===== config.mk =====
export PLATFORM = sky130hd
export DESIGN_NAME = reg_file_sb
export DESIGN_NICKNAME = d
export VERILOG_FILES = /design/src/rtl/reg_file_sb.sv
export SDC_FILE = /design/constraint.sdc
export NUM_CORES = 2
export LEC_CHECK = 0
export BUFFER_PORTS_ARGS = -buffer_cell sky130_fd_sc_hd__buf_4
export CAP_MARGIN = 25
export CORE_AREA = 2 2 287 501
export CTS_BUF_LIST = sky130_fd_sc_hd__clkbuf_16
export DETAILED_ROUTE_END_ITERATION = 16
export DIE_AREA = 0 0 289 503
export GPL_TIMING_DRIVEN = 0
export RECOVER_POWER = 25
export REMOVE_ABC_BUFFERS = 1
export SLEW_MARGIN = 20
export SYNTH_ARGS = -nofsm -noshare
export SYNTH_HDL_FRONTEND = slang
export SYNTH_SLANG_ARGS = --single-unit

===== constraint.sdc =====
create_clock -name clk_i -period 5.4 [get_ports clk_i]
set_input_delay 0.81 -clock clk_i [delete_from_list [all_inputs] [get_ports clk_i]]
set_output_delay 0.81 -clock clk_i [all_outputs]
set_load 0.02 [all_outputs]

===== src/rtl/reg_file_sb.sv =====
`default_nettype none
// ---------------------------------------------------------------------------
// reg_file_sb : 32x32 register file with a pending-write scoreboard and stall.
// Option macro: REGFILE_BYPASS_EN (writeback forwarding to reads and hazards).
// Revision 1.0
// ---------------------------------------------------------------------------
module reg_file_sb #(
  parameter logic [31:0] SP_INIT = 32'h0000_0080
) (
  input  logic        clk_i,
  input  logic        rst_i,
  input  logic [4:0]  rs_addr_i,
  input  logic [4:0]  rt_addr_i,
  output logic [31:0] rs_data_o,
  output logic [31:0] rt_data_o,
  input  logic        wr_en_i,
  input  logic [4:0]  wr_addr_i,
  input  logic [31:0] wr_data_i,
  input  logic        issue_i,
  input  logic [4:0]  issue_rd_i,
  output logic        stall_o
);

  logic [31:0] regs_q [32];
  logic [31:0] busy_q;
  logic [31:0] busy_d;
  logic        rs_haz;
  logic        rt_haz;
  logic        wr_valid;

  assign wr_valid = wr_en_i && (wr_addr_i != 5'd0);

  always_ff @(posedge clk_i) begin
    if (rst_i) begin
      for (int i = 0; i < 32; i++) begin
        regs_q[i] <= (i == 29) ? SP_INIT : 32'd0;
      end
    end else if (wr_valid) begin
      regs_q[wr_addr_i] <= wr_data_i;
    end
  end

`ifdef REGFILE_BYPASS_EN
  always_comb begin
    rs_data_o = (rs_addr_i == 5'd0) ? 32'd0 : regs_q[rs_addr_i];
    rt_data_o = (rt_addr_i == 5'd0) ? 32'd0 : regs_q[rt_addr_i];
    if (wr_valid && (wr_addr_i == rs_addr_i)) rs_data_o = wr_data_i;
    if (wr_valid && (wr_addr_i == rt_addr_i)) rt_data_o = wr_data_i;
  end

  // A register whose producer is writing back right now is already satisfied.
  assign rs_haz = busy_q[rs_addr_i] && (rs_addr_i != 5'd0) &&
                  !(wr_en_i && (wr_addr_i == rs_addr_i));
  assign rt_haz = busy_q[rt_addr_i] && (rt_addr_i != 5'd0) &&
                  !(wr_en_i && (wr_addr_i == rt_addr_i));
`else
  always_comb begin
    rs_data_o = (rs_addr_i == 5'd0) ? 32'd0 : regs_q[rs_addr_i];
    rt_data_o = (rt_addr_i == 5'd0) ? 32'd0 : regs_q[rt_addr_i];
  end

  assign rs_haz = busy_q[rs_addr_i] && (rs_addr_i != 5'd0);
  assign rt_haz = busy_q[rt_addr_i] && (rt_addr_i != 5'd0);
`endif

  assign stall_o = issue_i && (rs_haz || rt_haz);

  // Set is applied after clear so a new producer owns the register.
  always_comb begin
    busy_d = busy_q;
    if (wr_en_i) busy_d[wr_addr_i] = 1'b0;
    if (issue_i && !stall_o && (issue_rd_i != 5'd0)) busy_d[issue_rd_i] = 1'b1;
    busy_d[0] = 1'b0;
  end

  always_ff @(posedge clk_i) begin
    if (rst_i) busy_q <= 32'd0;
    else       busy_q <= busy_d;
  end

endmodule
`default_nettype wire


== Word-level counts from Yosys, hierarchy flattened ==
Memories as Yosys holds them, arrays and structs flattened.
Index checks and enable logic that the tools add are counted.

* Input port bits: 56
* Output and inout port bits: 65
* Memories: 1
* RAM bits: 1024
* Word-level logic and storage cells: 49
* Register bits after elaboration: 32

{| class="wikitable"
|+ Memory list
! name !! depth !! bits a word !! read ports !! clocked after Yosys merged registers in !! wr ports !! line !! text
|-
| regs_q || 32 || 32 || 2 || 0 || 32 || 24 || <nowiki>logic [31:0] regs_q [32];</nowiki>
|}

* Order comparisons: 6
* Reduce and logical (&&, ||, !) cells: 17
* Mux-type cells: 20
* Bitwise logic cells: 3

{| class="wikitable"
|+ Operators by type and width
! operator !! count
|-
| $mux 32 || 5
|-
| $and 32x32->32 || 1
|-
| $not 32->32 || 1
|-
| $or 32x32->32 || 1
|-
| $reduce_or 32->1 || 1
|-
| $lt 5x6->1 const B || 4
|-
| $reduce_bool 5->1 || 4
|-
| $bmux 1 s5 || 2
|-
| $demux 1 s5 || 2
|-
| $ge 5x1->1 const B || 2
|-
| $logic_not 5->1 || 2
|-
| $mux 1 || 10
|-
| $logic_and 1x1->1 || 8
|-
| $mux 5 || 1
|-
| $logic_not 1->1 || 1
|-
| $logic_or 1x1->1 || 1
|}

== Longest topological paths before layout ==
* Depth in word-level cells: 9
* Depth in mapped cells: 10
* Depth with buffers taken out: 5

== Least setup slack after synthesis ==
Ideal clock, no wire load.

* Path type: in2reg
* Start: input port wr_addr_i[2]
* End: memory regs_q[12][0] (enable)
* Library setup time: 466 ps
* Stages on the path: 6
* Slack: 848 ps
* Path buffers: 3
* Arrival time: 4086 ps
* Path through: clkbuf_1 > or3_1 > clkbuf_1 > nand3_1 > clkbuf_1 > o21ai_0

{| class="wikitable"
|+ RTL lines
! item !! line !! text
|-
| from (decl) || 17 || <nowiki>input logic [4:0] wr_addr_i,</nowiki>
|-
| to (decl) || 24 ||
|}

==> metrics.yaml <==
worst_setup_path:
  cp.arrival_ns: 5.60
  crit_top_cell: "buf_16"
  startpoint_type: "input pin"
  cp.required_ns: 5.76
  cp_slowest_cell: "clkbuf_1"
  end_kind: "flip-flop"
  path_max_fanout: 29
  cp_slowest_stage_delay_ns: 1.30
  path_class: "input pin to flip-flop"
  cp_cell_sequence: "clkbuf_1 -> buf_16 -> clkinvlp_2 -> o21ai_0 -> buf_16 -> clkbuf_2"
synthesis:
  synth_area_leader_cell: "edfxtp_1"
  synth_area_sq_mm: 0.05623
  synthCells: 3462
  ys.flop_type: "edfxtp_1"
  ys_ff_latch: 1055
  async_flop_share_pct: 0
  synth.top_cell.area_share_pct: 54.69
  yosysWarnings: 0
  synth_cell_type_count: 42
  yosysSeqAreaShare_pct: 55.79
  syn_avg_cell_area_sq_um: 16.24
  synth-edff-count: 1024
  synth.area.top_cells: "edfxtp_1 55%, mux4_2 26%, and2_1 11%"
sta:
  hold_violations: 0
  layout_worst_path_cycle_share_pct: 97.10
  fin_ws_ns: 0.1567
  tightestPinTransition_ns: 1.864
  rsz0062_at_grt: "false"
  slew_viol_final: 108
  fmax_ghz: 0.1907
  finClkSkew_ns: 0.01066
  max_slew_margin_pct: -24.29
  period_minus_slack_ns: 5.243
  setup_viol: 0
drt:
  drt_wl_total_microns: 197000
  first_pass_iters: 6
  via_per_inst: 6.311
  drt_iter0_markers: 4201
  ant_nets: 0
  wire_per_inst_microns: 36.02
  drc_errors: 0
  vias: 34511
finish:
  layout_common_cells: "1,024 x edfxtp_1, 894 x and2_1, 653 x mux4_2"
  layout-drive-gt1-share_pct: 32.01
  nFillCells: 11915
  multi_input_area_sq_mm: 0.02378
  final_common_cell: "edfxtp_1"
  fin_nets: 3587
  regArea_sq_mm: 0.03137
  areaGrowthSynthToFinish_pct: 17.33
  fin_util_pct: 46.62
die:
  core_area_sq_mm: 0.1415
  rows: 183
  initial_utilization_pct: 39.74
  die_y_microns: 503
  dieArea_sq_mm: 0.1454
  die_width_microns: 289
  pin_count: 121
global_routing:
  grt_usage_pct: 27.32
  gr-usage-met1_pct: 33.28
  grt_pass1_vias: 35685
  grtUsageMet3_pct: 6.241
  grt_first_pass_wirelength_microns: 272000
  grt_max_degree: 69
  grt-busiest-layer: "met2"
  antenna_found_initial: 32
  grtUsageMet2_pct: 44.71
  gr-total-overflow: 0
clock_tree:
  hold_buffers: 0
  post_cts_buffers: 0
  clockBufferDepth: 3
  root_buffer: "clkbuf_16"
  ctsHtreeMaxLevel: 3
  clock_sinks: 1055
  clk_latency_ns: 0.73
  tritoncts: "built"
  clk_pin_slew_ns: 0.06
  cts_buffers: 97
  post_cts_resized: 0
power:
  power_leakage_uw: 0.02225
  irDropWorstVdd_mv: 0.2453
  p_per_area_mw_per_mm2: 293.0
run:
  drv_cap: 9
placed_design:
  hpwl_microns: 133800
  gp_congestion: 0.7405
  portBuffers: 120
  post-place-ws_ns: 0.3262
run_status:
  outcome: "finished with violations"
  violations: "capacitance limit, slew limit"
hold_path:
  min_path_type: "input pin to flip-flop"
power by group:
group	total, uW	switching, uW	internal, uW
logic	2820	1490	1330
clock network	6890	3210	3680
registers	9620	212	9410
total	19300	4910	14400
synthesized netlist by cell type (all sizes together) (2+ instances only):
| cell type | n |
|---|---|
| edfxtp | 1024 |
| and2 | 993 |
| mux4 | 653 |
| clkbuf | 257 |
| buf | 127 |
| nor2 | 110 |
| mux2i | 67 |
| dfxtp | 31 |
| nand2 | 31 |
| o21ai | 30 |
| o31ai | 30 |
| or3 | 20 |
| nand3 | 18 |
| o211ai | 16 |
| o311ai | 8 |
| nand2b | 7 |
| nand3b | 4 |
| nor3 | 4 |
| a21oi | 3 |
| nor3b | 3 |
| or3b | 3 |
| and3b | 2 |
| mux2 | 2 |
| nor2b | 2 |
| o32ai | 2 |
| or2 | 2 |
sequential cells by signal, indices dropped and copies added (netlist names):
| name | flops |
|---|---|
| busy_q | 31 |
| regs_q | 1024 |
through the flow:
| stage | instances | total power (uW) | TNS (ns) | hold slack (ns) | instance area (sq um) |
|---|---|---|---|---|---|
| 2_1_floorplan | 3109 | 11080 | 0 | 0.4407 | 54730 |
| 3_3_place_gp | 5079 | 12460 | -5373.97 | 0.4589 | 57940 |
| 3_5_place_dp | 5278 | 12620 | 0 | 0.4720 | 63460 |
| 4_1_cts | 5451 | 19400 | 0 | 0.3855 | 66500 |
| 5_1_grt | 5457 | 19790 | 0 | 0.4165 | 65950 |
| 6_report | 5468 | 19330 | 0 | 0.4175 | 65970 |
logic make-up (layout without fill, tap and decap cells):
family          Yosys count  in the layout  share of synthesized area, %
buf+inv                 386            498                         2.890
other cells               1             45                      0.006669
compound gates           95             95                         1.166
mux                     722            722                         27.39
simple gates           1203           1203                         12.76
flops                  1055           1055                         55.79
area by class of cell:
cell class / instances / share of cell area [%]
multi-input combinational: 2052 / 36.04
inverter: 2 / 0.01328
antenna: 13 / 0.04931
timing repair buffer: 323 / 8.231
sequential: 1055 / 47.55
tap: 1850 / 3.509
clock inverter: 75 / 0.8951
clock buffer: 98 / 3.717
worst paths after layout:
check,startpoint,to,slack (ns),cells after the start
worst max register to register,busy_q[20]$_SDFF_PP0_,busy_q[5]$_SDFF_PP0_,3.11,6
worst max-delay path,rst_i,regs_q[21][29]$_SDFFCE_PN0P_,0.16,6
worst min register to register,busy_q[3]$_SDFF_PP0_,busy_q[3]$_SDFF_PP0_,0.49,2
worst min-delay path,issue_rd_i[1],busy_q[15]$_SDFF_PP0_,0.42,3
routing by layer:
metal  wire length [microns]  vias to the layer above
met5                      92                        -
met1                   70090                    18131
li1                        -                    13583
met3                   17560                      682
met2                   96540                     2101
met4                   12670                       14
critical path, delay by kind of cell:
| kind | cells | cell delay (ns) |
|---|---|---|
| buffers and inverters | 5 | 3.64 |
| AOI/OAI and AO/OA | 1 | 1.04 |
No activity file was read; power rests on OpenSTA's default activity.
